$ cat config.mk
export PLATFORM = sky130hd
export DESIGN_NAME = mmm_nlp_tile_mul
export DESIGN_NICKNAME = d
export VERILOG_FILES = /design/src/rtl/mmm_nlp_pkg.sv /design/src/rtl/mmm_nlp_pp_mul.sv /design/src/rtl/mmm_nlp_tile_mul.sv
export SDC_FILE = /design/constraint.sdc
export NUM_CORES = 2
export LEC_CHECK = 0
export CAP_MARGIN = 20
export CORE_ASPECT_RATIO = 0.5
export CORE_MARGIN = 4
export CORE_UTILIZATION = 35
export CTS_CLUSTER_DIAMETER = 200
export CTS_CLUSTER_SIZE = 20
export DETAILED_ROUTE_END_ITERATION = 6
export GPL_ROUTABILITY_DRIVEN = 0
export PLACE_DENSITY = 0.63
export SYNTH_ARGS = -nofsm -noshare
export SYNTH_HDL_FRONTEND = slang
export SYNTH_SLANG_ARGS = --single-unit
$ cat constraint.sdc
create_clock -name i_clk -period 28.5 [get_ports i_clk]
set_input_delay 4.275 -clock i_clk [delete_from_list [all_inputs] [get_ports i_clk]]
set_output_delay 4.275 -clock i_clk [all_outputs]
set_load 0.02 [all_outputs]
$ cat src/rtl/mmm_nlp_pkg.sv
// Shared definitions for the tiled multi-cycle multiplier.
// Latency: n/a (types and constant functions only).
// Backpressure: n/a.
//
// Contents:
//   state_e  - controller states (IDLE=0, MUL=1, DONE=2), 2-bit encoding
//   cdiv     - ceiling divide, used to derive the tile counts
//   bits_for - width of a counter holding 0..n-1 (never less than 1)
package mmm_nlp_pkg;

    typedef enum logic [1:0] {
        IDLE = 2'd0,
        MUL  = 2'd1,
        DONE = 2'd2
    } state_e;

    function automatic int cdiv(input int n, input int d);
        return (n + d - 1) / d;
    endfunction

    // A zero-width counter is not legal, so degenerate single-value ranges still get one bit.
    function automatic int bits_for(input int n);
        return (n > 1) ? $clog2(n) : 1;
    endfunction

endpackage

$ cat src/rtl/mmm_nlp_pp_mul.sv
// Unsigned OAW x OBW partial-product multiplier, one tile pair per call.
// Latency: combinational, zero cycles.
// Backpressure: none; the caller sequences the operands.
//
// Ports:
//   a_i - A tile, OAW bits, unsigned
//   b_i - B tile, OBW bits, unsigned
//   p_o - full-width product, OAW+OBW bits
module mmm_nlp_pp_mul #(
    parameter int OAW = 24,
    parameter int OBW = 16
) (
    input  logic [OAW-1:0]     a_i,
    input  logic [OBW-1:0]     b_i,
    output logic [OAW+OBW-1:0] p_o
);

    // Both operands widened to the product width so no bits of the product are lost.
    assign p_o = {{OBW{1'b0}}, a_i} * {{OAW{1'b0}}, b_i};

endmodule

$ cat src/rtl/mmm_nlp_tile_mul.sv
// Wide unsigned multiply / multiply-accumulate built from one small tile multiplier.
// Latency: result valid NA*NB cycles after the accepting edge; issue interval NA*NB+2.
// Backpressure: o_rdy only in IDLE; result held in DONE until i_rdy, i_vld ignored meanwhile.
//
// Ports:
//   i_clk, i_rstn  - clock, asynchronous active-low reset
//   i_vld / o_rdy  - operand request handshake (i_a, i_b, i_acc)
//   i_acc          - 1: add the product onto the previous result, 0: plain multiply
//   o_vld / i_rdy  - result handshake (o_res, ODW bits, modulo 2^ODW)
module mmm_nlp_tile_mul
    import mmm_nlp_pkg::*;
#(
    parameter int IDW = 90,
    parameter int OAW = 24,
    parameter int OBW = 16,
    parameter int ODW = 181
) (
    input  logic           i_clk,
    input  logic           i_rstn,
    input  logic           i_vld,
    output logic           o_rdy,
    input  logic [IDW-1:0] i_a,
    input  logic [IDW-1:0] i_b,
    input  logic           i_acc,
    output logic           o_vld,
    input  logic           i_rdy,
    output logic [ODW-1:0] o_res
);

    localparam int NA   = cdiv(IDW, OAW);
    localparam int NB   = cdiv(IDW, OBW);
    localparam int NT   = NA * NB;
    localparam int CNTW = bits_for(NT);
    localparam int RW   = bits_for(NA);
    localparam int CW   = bits_for(NB);
    localparam int PW   = OAW + OBW;
    // Largest tile offset is (NA-1)*OAW + (NB-1)*OBW.
    localparam int SHW  = bits_for((NA - 1) * OAW + (NB - 1) * OBW + 1);

    if (ODW < 2 * IDW) begin : g_bad_odw
        $error("mmm_nlp_tile_mul: ODW must be at least 2*IDW");
    end

    state_e           state_q, state_d;
    logic [CNTW-1:0]  cnt_q, cnt_d;
    // Row/column tile indices track cnt/NB and cnt%NB without a divider.
    logic [RW-1:0]    ti_q, ti_d;
    logic [CW-1:0]    tj_q, tj_d;
    logic [IDW-1:0]   a_q, a_d;
    logic [IDW-1:0]   b_q, b_d;
    logic             accf_q, accf_d;
    logic [ODW-1:0]   acc_q, acc_d;

    // Operands zero-extended to whole tiles so the top tiles read zeros beyond IDW.
    logic [NA*OAW-1:0] a_ext;
    logic [NB*OBW-1:0] b_ext;
    logic [OAW-1:0]    a_tile;
    logic [OBW-1:0]    b_tile;
    logic [PW-1:0]     pp;
    logic [SHW-1:0]    shamt;
    logic [ODW-1:0]    pp_term;
    logic [ODW-1:0]    acc_base;

    assign a_ext = (NA * OAW)'(a_q);
    assign b_ext = (NB * OBW)'(b_q);

    always_comb begin
        a_tile = '0;
        for (int k = 0; k < NA; k++) begin
            if (ti_q == RW'(k)) begin
                a_tile = a_ext[k*OAW +: OAW];
            end
        end
    end

    always_comb begin
        b_tile = '0;
        for (int k = 0; k < NB; k++) begin
            if (tj_q == CW'(k)) begin
                b_tile = b_ext[k*OBW +: OBW];
            end
        end
    end

    mmm_nlp_pp_mul #(
        .OAW (OAW),
        .OBW (OBW)
    ) u_pp_mul (
        .a_i (a_tile),
        .b_i (b_tile),
        .p_o (pp)
    );

    assign shamt   = SHW'(ti_q) * SHW'(OAW) + SHW'(tj_q) * SHW'(OBW);
    // Bits shifted past ODW are dropped: accumulation is modulo 2^ODW.
    assign pp_term = ODW'(pp) << shamt;

    // A plain multiply always starts its first tile from a zero base.
    assign acc_base = ((cnt_q == '0) && !accf_q) ? '0 : acc_q;

    always_comb begin
        state_d = state_q;
        cnt_d   = cnt_q;
        ti_d    = ti_q;
        tj_d    = tj_q;
        a_d     = a_q;
        b_d     = b_q;
        accf_d  = accf_q;
        acc_d   = acc_q;

        case (state_q)
            IDLE: begin
                if (i_vld) begin
                    state_d = MUL;
                    cnt_d   = '0;
                    ti_d    = '0;
                    tj_d    = '0;
                    a_d     = i_a;
                    b_d     = i_b;
                    accf_d  = i_acc;
                    if (!i_acc) begin
                        acc_d = '0;
                    end
                end
            end

            MUL: begin
                acc_d = acc_base + pp_term;
                if (cnt_q == CNTW'(NT - 1)) begin
                    state_d = DONE;
                    cnt_d   = '0;
                    ti_d    = '0;
                    tj_d    = '0;
                end else begin
                    cnt_d = cnt_q + CNTW'(1);
                    if (tj_q == CW'(NB - 1)) begin
                        tj_d = '0;
                        ti_d = ti_q + RW'(1);
                    end else begin
                        tj_d = tj_q + CW'(1);
                    end
                end
            end

            DONE: begin
                if (i_rdy) begin
                    state_d = IDLE;
                end
            end

            default: begin
                state_d = IDLE;
            end
        endcase
    end

    always_ff @(posedge i_clk or negedge i_rstn) begin
        if (!i_rstn) begin
            state_q <= IDLE;
            cnt_q   <= '0;
            ti_q    <= '0;
            tj_q    <= '0;
            a_q     <= '0;
            b_q     <= '0;
            accf_q  <= 1'b0;
            acc_q   <= '0;
        end else begin
            state_q <= state_d;
            cnt_q   <= cnt_d;
            ti_q    <= ti_d;
            tj_q    <= tj_d;
            a_q     <= a_d;
            b_q     <= b_d;
            accf_q  <= accf_d;
            acc_q   <= acc_d;
        end
    end

    assign o_rdy = (state_q == IDLE);
    assign o_vld = (state_q == DONE);
    assign o_res = acc_q;

endmodule

==> summary.md <==
| Metric | Value |
|---|---|
| Status | complete, but fails checks |
| Violated checks | design-rule violations |
| Startpoint Class | register |
| Count leader, synth | nand2_1 |
| Post-Syn Instances | about 5400 |
| Clock Tree Root | clkbuf_16 |
| Final slew viol count | 0 |
| Initial Util | 0.355 |
| Overall die width | 504 um |
| RR Endpoint | o_res[174]$_DFFE_PN0P_ |
| Final clock skew | between 30 and 40 ps |
| Setup crit end kind | register |
| Min Tclk post-route | about 17000 ps |
| Async SR Flop Fraction | 1.00 |
| Via density | approximately 5.6 |
| Crit path to | o_res[174]$_DFFE_PN0P_ |
| Pin slew with the least headroom to its limit | approximately 1500 ps |
| CP max stage delay | 1220 ps |
| Post-DRT Antenna Nets | 0 |
| Placed inst area | 48200 um2 |
| Highest-delay cell along the critical path | a32oi_1 |
| Sink Count | roughly 370 |
| Post-CTS setup buffers | 0 |
| Final WL | roughly 160000 um |
| Core area | approximately 120000 um2 |
| RSZ-0062 raised after global routing | false |
| Syn nets | 6187 |
| Yosys top cell area share | 0.217 |
| Number of synthesized flops with an enable pin | 0 |
| Post-route cell area | ~50000 um2 |
| Pre-CTS setup slack | approximately 13000 ps |
| Yosys cell types | 80 |
| Drt initial violations | ~4500 |
| TritonCTS clock tree | done |
| Max cap viols | 0 |
| Post-Syn Area | ~43000 um2 |
| Grt ovf | 0 |
| R2R depth | 44 |
| Fmax | about 60 MHz |
| DRC Markers | 110 |
| Area delta synth->final | 13.3% |
| Final setup fails | 0 |
| Final worst path period share | 0.583 |
| Synthesized area per cell | ~8.0 um2 |
| Reg2reg start | tj_q[0]$_DFFE_PN0P_ |
| #FFs+latches synth | between 300 and 400 |
| R2R setup slack | 11880 ps |
| Worst Path Required | 28990 ps |
| Top cells by area, synth | dfrtp_1, fa_1, ha_1, nand2_1, a21oi_1 |
| Htree depth | 1 |
| Wire per inst | ~22 um |
| HP Class | reg -> reg |
| Final nets | 6340 |
| Worst setup path class | reg -> reg |
| Die height | around 260 um |
| Gr usage total | 0.236 |
| Final Hold Vio Count | 0 |
| Top Ports | ~370 |
| Synth top cells by count | nand2_1, nor2_1, a21oi_1, inv_1, o21ai_0 |
| Clock Tree Buf Depth | 3 |
| Cell mode on critical path | fa_1 |
| Worst-path maximum fanout | 22 |
| HPWL Detailed | 126000 um |
| Synth warnings | 0 |
| Top FF cell, synth | dfrtp_1 |
| TritonCTS buffer count | 22 |
| Final WS setup | around 12000 ps |
| Crit path DAT | between 15000 and 20000 ps |
| Setup crit start | tj_q[0]$_DFFE_PN0P_ |
| Post_cts resized | 0 |
| Register area share after synthesis | 0.217 |
| Setup TNS after final layout | 0 ps |
| Yosys top cell by area | dfrtp_1 |
| Largest net degree at the start of global routing | about 180 |
| Share of cells above drive strength 1 | 0.0581 |
| Clock slew at reported path FFs | about 100 ps |
| Clk_lat worst skew | between 600 and 700 ps |
| First-pass DRT Iterations | 7 |
| Global-route wire length before repair | 240000 um |
| Port Buffers | ~370 |
| Relative slew slack | 0.0147 |
| Vias in the first global route | roughly 40000 |
| Via count | roughly 40000 |
| Hold buffers post-CTS | 0 |
| Antenna violations before repair | 9 |
| Row Count | 90 |
| Total die area | around 130000 um2 |
## per-stage QoR
stage / util / hold WS [ps] / std cells
2_1_floorplan: - / 472 / 5391
3_3_place_gp: 0.397 / 479 / 7126
3_5_place_dp: 0.397 / 484 / 7129
4_1_cts: 0.402 / 504 / 7153
5_1_grt: 0.402 / 523 / 7157
6_report: 0.402 / 500 / 7163
## kinds of logic after synthesis
group           Yosys count  share of synthesized area
mux                     230                     0.0592
buf+inv                 743                     0.0650
xor+xnor                205                     0.0417
flops                   374                      0.217
compound gates         1366                      0.193
simple gates           1862                      0.193
fa+ha+maj               611                      0.231
## layout by cell type, fill, tap and decap left out, types with 23 or more instances in the layout
cell type          n
nand2_1          764
nor2_1           533
a21oi_1          443
inv_1            439
o21ai_0          381
dfrtp_1          374
clkdlybuf4s50_1  366
fa_1             308
ha_1             300
nor2b_1          206
mux2_2           187
xnor2_1          128
a21o_1           110
nand4_1          103
xor2_1            77
nor3_1            72
o21bai_1          70
o22ai_1           62
buf_4             62
mux2i_1           42
and2_1            39
nand3_1           32
nand2b_1          31
o21ai_1           27
a22o_1            27
o21a_1            26
a22oi_1           24
clkbuf_16         23
## state kept, by name, summed over array words and instances, names as in the netlist
signal,flops
o_res,181
a_q,90
b_q,90
cnt_q,5
tj_q,3
state_q,2
ti_q,2
accf_q,1
## area by class of cell
| class | instances | area, um2 |
|---|---|---|
| clock inverters | 1 | 8.76 |
| repair buffers | 433 | 4190 |
| clock buffers | 23 | 576 |
| fillers | 12400 | 72600 |
| multi-input cells | 4274 | 31000 |
| inverters | 439 | 1650 |
| diodes | 9 | 22.5 |
| flip-flops and latches | 374 | 9360 |
| well taps | 1610 | 2010 |
## critical path, delay by kind of cell, from the launching register on
kind | cells | cell delay (ps)
XOR/XNOR | 2 | 1020
buffers and inverters | 3 | 180
flip-flops | 1 | 630
AND/OR/NAND/NOR | 13 | 4270
AO/OA/AOI/OAI | 17 | 5990
adder cells (fa/ha/maj) | 9 | 4400
## worst min-delay path by stage
stage,start,endpoint,slack [ps],depth (start not counted)
final,o_res[123]$_DFFE_PN0P_,o_res[123]$_DFFE_PN0P_,500,2
after global routing,o_res[123]$_DFFE_PN0P_,o_res[123]$_DFFE_PN0P_,520,2
after CTS,o_res[123]$_DFFE_PN0P_,o_res[123]$_DFFE_PN0P_,500,2
after detailed placement,o_res[116]$_DFFE_PN0P_,o_res[116]$_DFFE_PN0P_,480,2
after global placement,o_res[3]$_DFFE_PN0P_,o_res[3]$_DFFE_PN0P_,480,2
after floorplan,accf_q$_DFFE_PN0P_,accf_q$_DFFE_PN0P_,470,1
## metal layers
layer	share of wire	vias up	track usage	routed length (um)
met1	0.42	19400	0.313	67000
met4	0.053	8	0.104	8430
met5	0.00035	-	0	55
met2	0.43	1799	0.363	67900
li1	-	18600	-	-
met3	0.092	416	0.0617	14600
Power is left out: the tool's default activity adds up to more than one toggle a clock period on the data nets, which glitch-free logic cannot reach.
